===== config.mk =====
export PLATFORM = sky130hd
export DESIGN_NAME = spell_mem_dff
export DESIGN_NICKNAME = d
export VERILOG_FILES = /design/src/rtl/spell_mem_dff.sv
export SDC_FILE = /design/constraint.sdc
export NUM_CORES = 1
export LEC_CHECK = 0
export ABC_CLOCK_PERIOD_IN_PS = 2200
export BUFFER_PORTS_ARGS = -buffer_cell sky130_fd_sc_hd__buf_4
export CAP_MARGIN = 20
export CORE_UTILIZATION = 57
export CTS_CLUSTER_DIAMETER = 100
export DETAILED_ROUTE_END_ITERATION = 10
export PLACE_DENSITY = 0.76
export SYNTH_ARGS = -nofsm -noshare
export SYNTH_HDL_FRONTEND = slang
export SYNTH_SLANG_ARGS = --single-unit

===== constraint.sdc =====
create_clock -name clock -period 2.2 [get_ports clock]
set_input_delay 0.22 -clock clock [delete_from_list [all_inputs] [get_ports clock]]
set_output_delay 0.22 -clock clock [all_outputs]
set_load 0.01 [all_outputs]

===== src/rtl/spell_mem_dff.sv =====
// Flip-flop code/data byte memory behind a select/write/data_ready handshake; SPELL_MEM_DFF_CODE_WRITE_PROTECT_EN makes code space read-only.
// One-cycle access latency; data_ready is held while select stays high, and the next request is taken only after select has dropped.
module spell_mem_dff #(
    parameter int CODE_DEPTH = 32,
    parameter int DATA_DEPTH = 32
) (
    input  logic       clock,
    input  logic       reset,
    input  logic       select,
    input  logic [7:0] addr,
    input  logic [7:0] data_in,
    input  logic       memory_type_data,
    input  logic       write,
    output logic [7:0] data_out,
    output logic       data_ready
);

    localparam int CODE_AW = (CODE_DEPTH > 1) ? $clog2(CODE_DEPTH) : 1;
    localparam int DATA_AW = (DATA_DEPTH > 1) ? $clog2(DATA_DEPTH) : 1;

`ifdef SPELL_MEM_DFF_CODE_WRITE_PROTECT_EN
    localparam bit CODE_WR_EN = 1'b0;
`else
    localparam bit CODE_WR_EN = 1'b1;
`endif

    typedef enum logic {
        IDLE,
        DONE
    } state_t;

    state_t              state;
    logic [7:0]          code_mem [CODE_DEPTH];
    logic [7:0]          data_mem [DATA_DEPTH];
    logic [CODE_AW-1:0]  code_idx;
    logic [DATA_AW-1:0]  data_idx;
    logic [7:0]          rd_dat;
    logic                addr_unused;

    // Upper address bits are dropped so accesses wrap within each space.
    assign code_idx    = addr[CODE_AW-1:0];
    assign data_idx    = addr[DATA_AW-1:0];
    assign addr_unused = ^addr;
    assign rd_dat      = memory_type_data ? data_mem[data_idx] : code_mem[code_idx];

    always_ff @(posedge clock) begin
        if (!reset) begin
            for (int i = 0; i < CODE_DEPTH; i++) code_mem[i] <= '0;
            for (int i = 0; i < DATA_DEPTH; i++) data_mem[i] <= '0;
            state      <= IDLE;
            data_out   <= '0;
            data_ready <= 1'b0;
        end else begin
            case (state)
                IDLE: begin
                    if (select) begin
                        if (write) begin
                            if (memory_type_data)
                                data_mem[data_idx] <= data_in;
                            else if (CODE_WR_EN)
                                code_mem[code_idx] <= data_in;
                        end else begin
                            data_out <= rd_dat;
                        end
                        data_ready <= 1'b1;
                        state      <= DONE;
                    end
                end
                DONE: begin
                    // Only the falling select re-arms the port; input changes here are ignored.
                    if (!select) begin
                        data_ready <= 1'b0;
                        state      <= IDLE;
                    end
                end
                default: begin
                    data_ready <= 1'b0;
                    state      <= IDLE;
                end
            endcase
        end
    end

endmodule


* Word-level counts from Yosys, hierarchy flattened
Memories as Yosys holds them, arrays and structs flattened. Index checks and enable logic that the tools add are counted.
Word-level totals: logic and storage cells 37, input port bits 21, memories kept 2, bits in writable memories 512, register bits 10, output and inout port bits 9
Memory list:
- code_mem | words 32, bits a word 8, rd ports 1, clocked after Yosys merged registers in 0, wr ports 32, line 33 | logic [7:0] code_mem [CODE_DEPTH];
- data_mem | words 32, bits a word 8, rd ports 1, clocked after Yosys merged registers in 0, wr ports 32, line 34 | logic [7:0] data_mem [DATA_DEPTH];
Operators by class: reduce and logical (&&, ||, !) cells 4, mux-type cells 24, eq/ne operators 2, bitwise operators 2
Operator list (number):
- $mux W8 | 3
- $mux W1 | 18
- $reduce_or A8 Y1 | 2
- $mux W5 | 2
- $ne A2 B2 Y1 const B | 2
- $reduce_and A3 Y1 | 1
- $not A1 Y1 | 2
- $pmux W1 S2 | 1
- $reduce_and A2 Y1 | 1

* Logic depth before layout (Yosys ltp)
depth in word-level cells 8, mapped depth 10, gate-level depth less buffers 6

* Worst setup path after synthesis
Ideal clock, no wire load.
path kind input-to-reg, from in addr[1], to mem code_mem[11][0] (enable), data required time 1.816 ns, cell stages on the path 6, library setup time 0.384 ns, path buffers 4, path slack -0.048 ns, arrival time 1.864 ns, path through buf_4 -> buf_4 -> buf_2 -> nand3_1 -> clkbuf_1 -> o21ai_0
RTL lines:
- from (decl) | line 10 | input logic [7:0] addr,
- to (decl) | line 33

==> flow_summary.toml <==
[grt]
grt_antenna_before_repair = 1
grt_max_degree = 67
grt.overflow.total = 0
grt_pass1_vias = 15208
grt_pass1_wl_um = 93800
gr-usage-all-layers = 0.292

[route]
remaining_antenna_violation_count = 0
dr.max_layer_used = "met5"
detailed_router_iteration_count_before_antenna_repair = 6
detail_route.drc_violations = 0
drt-vias-per-instance = 6.18
drt-initial-drc-count = 1794
drt-wirelength-per-cell_um = 25.2
dr_total_vias = 15339
routed_wl_um = 62500
met2WireLength_um = 29600
dr_wl_met3_um = 7120
met1_length_um = 23800

[clock_tree]
htreeDepth = 2
tritoncts = "built"
cts.root.buffer_cell = "sky130_fd_sc_hd__clkbuf_16"
clkSlewWorstSetupHoldPaths_ns = 0.06
cts_made_buffers = 51
cts_num_sinks = 522
cts_repair_resize_count = 0
ctsLongestPathBuffers = 3
clock_insertion_delay_at_the_later_pin_of_the_skew_report_ns = 0.61

[critical_path]
cp_cell_sequence = "dlygate4sd3_1 > buf_4 > and2_1 > nand2_1 > nor3_1 > buf_4 > nand2_1 > buf_4 > nor2_1 > and2_1"
crit_top_cell = "sky130_fd_sc_hd__buf_4"
critical_path.reg2reg.endpoint = "data_out[2]"
cpLargestDelayFamily = "simple AND/OR/NAND/NOR gates"
rrSetupSlack_ns = 0.18
worst_path_largest_cell_delay_ns = 0.52
critPathCapture = "code_mem[28][0]"
rr_worst_depth = 8
worst_setup_path_startpoint = "reset"
cp_num_buf_inv = 4
timing.critical_path.fanout_max = 8
critical_path.reg2reg.startpoint = "state"
slowest_stage_cell_on_the_critical_path = "sky130_fd_sc_hd__dlygate4sd3_1"
crit_path_cell_count = 10
timing.critical_path.arrival_ns = 2.55
worstSetupPathType = "input port to register"
worstSetupStartpointType = "input port"
worstSetupEndpointType = "register"
data_required_critical_path_ns = 2.65

[synthesis]
netlist.top_cell.by_area = "sky130_fd_sc_hd__edfxtp_1"
post_synthesis_instance_area_um2 = 24300
post_synth_main_area_contributors = "sky130_fd_sc_hd__edfxtp_1 (63%), sky130_fd_sc_hd__and2_1 (13%), sky130_fd_sc_hd__mux4_2 (6.6%), sky130_fd_sc_hd__mux2i_1 (4.2%), sky130_fd_sc_hd__o21ai_0 (1.6%)"
synth_fp_nets = 1758
synthesis.instances = 1737
yosys_warnings = 0
synthesis.area_per_instance_um2 = 14.0
postSynth.asyncResetShare = 0
synth.ff_latch_count = 522
edff_count_synth = 512
synth-seq-area-share = 0.640
synth_top_area_frac = 0.631
synth_cell_type_count = 60
yosys_most_used_dff = "sky130_fd_sc_hd__edfxtp_1"

[status]
status = "completed"

[job]
max_cap_viol_count = 0

[pwr]
power.ir.vdd_worst_uv = 650
power-per-cell-area_nw_per_um2 = 760
leakagePower_uw = 0.0108

[finish]
area_delta_synth_final_pct = 14.9
finish.utilization = 0.665
diodes = 0
drive_above_1_share = 0.207
layout.cells.most_common_list = "sky130_fd_sc_hd__and2_1 (516), sky130_fd_sc_hd__edfxtp_1 (512), sky130_fd_sc_hd__buf_4 (236)"
layout.filler_cells = 2876
mostFrequentLayoutCell = "sky130_fd_sc_hd__and2_1"
final_nets = 1924

[die]
die_outline_area_um2 = 43500
initial_core_utilization = 0.579
io-pin-count = 30
die_height_um = 209
chipWidth_um = 209
row_count = 75
core_area_um2 = 42000

[sta]
max_slew.worst_pin.slew_ns = 0.794
final_min_period_over_clock_period = 0.952
setup_repair_after_global_routing_missed_its_margin = "false"
clock-skew-final_ns = 0.0248
fin_crit_ns = 2.09
final-max-slew-violation-count = 0
setup_violations = 0
timing.max_slew.rel_slack = 0.471
fmax_mhz = 478
final-hold-violation-count = 0
fin_hold_ws_ns = 0.121

[worst_hold_path]
min-delay-path-class = "input port to register"
hold_start = "write"

[place]
place.gp.congestion = 1.01
count_of_buffers_inserted_at_the_top_level_ports = 26
detailed_place_hpwl_um = 41900
cells in the mapped netlist (15+ instances only):
cell	count
sky130_fd_sc_hd__edfxtp_1	512
sky130_fd_sc_hd__nand2_1	35
sky130_fd_sc_hd__o22ai_1	25
sky130_fd_sc_hd__mux2i_1	103
sky130_fd_sc_hd__buf_2	25
sky130_fd_sc_hd__a22oi_1	15
sky130_fd_sc_hd__and2_1	516
sky130_fd_sc_hd__clkbuf_1	81
sky130_fd_sc_hd__nand3_1	15
sky130_fd_sc_hd__nor2_1	88
sky130_fd_sc_hd__o21ai_0	79
sky130_fd_sc_hd__mux4_2	71
stage by stage:
stage | instance area [um^2] | power, uW | setup TNS (ns) | worst slack [ns] | instances
after floorplan | 24300 | 12300 | -2.78 | -0.0477 | 1737
after global placement | 26300 | 12900 | -0.170 | -0.0733 | 2386
after detailed placement | 26300 | 13000 | -0.502 | -0.0826 | 2386
after CTS | 28000 | 21300 | 0 | 0.175 | 2482
after global routing | 28000 | 21800 | 0 | 0.0195 | 2482
final | 28000 | 21200 | 0 | 0.106 | 2482
timing repair:
action	4_1_cts	5_1_grt
endpoints found under the hold margin	2	0
setup buffers	0	0
hold buffers	3	0
sequential cells by signal (all words and copies together), names as in the netlist:
signal and flops:
data_ready 1, data_mem 256, state 1, data_out 8, code_mem 256
cell families (layout without fill, tap and decap cells):
group,count (synthesis),after routing,synth area share
compound gates,172,172,0.0442
fa+ha+maj,1,1,0.000411
buf+inv,139,345,0.0265
flops,522,522,0.640
mux,187,187,0.117
simple gates,716,716,0.172
per-layer routing:
metal | up-vias | global-route usage
li1 | 6712 | -
met1 | 7579 | 0.402
met2 | 903 | 0.461
met3 | 143 | 0.0640
met4 | 2 | 0.107
met5 | - | 0
power breakdown:
| part | total (uW) | internal, uW | switching, uW |
|---|---|---|---|
| registers | 11200 | 11100 | 89.6 |
| clock network | 8440 | 4770 | 3670 |
| logic | 1580 | 602 | 978 |
| total | 21200 | 16500 | 4740 |
worst reg2reg max path, delay by kind of cell, from the launching register on:
family                 cells  cell delay [ns]
buffers and inverters      2             0.34
AO/OA/AOI/OAI              2             0.32
flip-flops                 1             0.37
AND/OR/NAND/NOR            4             0.87
worst min path at each step:
stage / endpoint / slack [ns] / cells past startpoint
final: data_out[4] / 0.12 / 5
after global routing: data_out[4] / 0.11 / 5
after CTS: data_out[4] / 0.09 / 5
after global placement: state / 0.47 / 2
after floorplan: state / 0.36 / 1
after detailed placement: state / 0.48 / 2
cell type report:
| class | count | area, um^2 | area share |
|---|---|---|---|
| clock buffer | 73 | 1440 | 0.0515 |
| tap | 539 | 674 | 0.0241 |
| sequential | 522 | 15600 | 0.557 |
| multi-input combinational | 1076 | 8130 | 0.291 |
| inverter | 3 | 11.3 | 0.000403 |
| timing repair buffer | 249 | 1990 | 0.0711 |
| clock inverter | 20 | 158 | 0.00564 |
(Power assumes the default switching activity.)
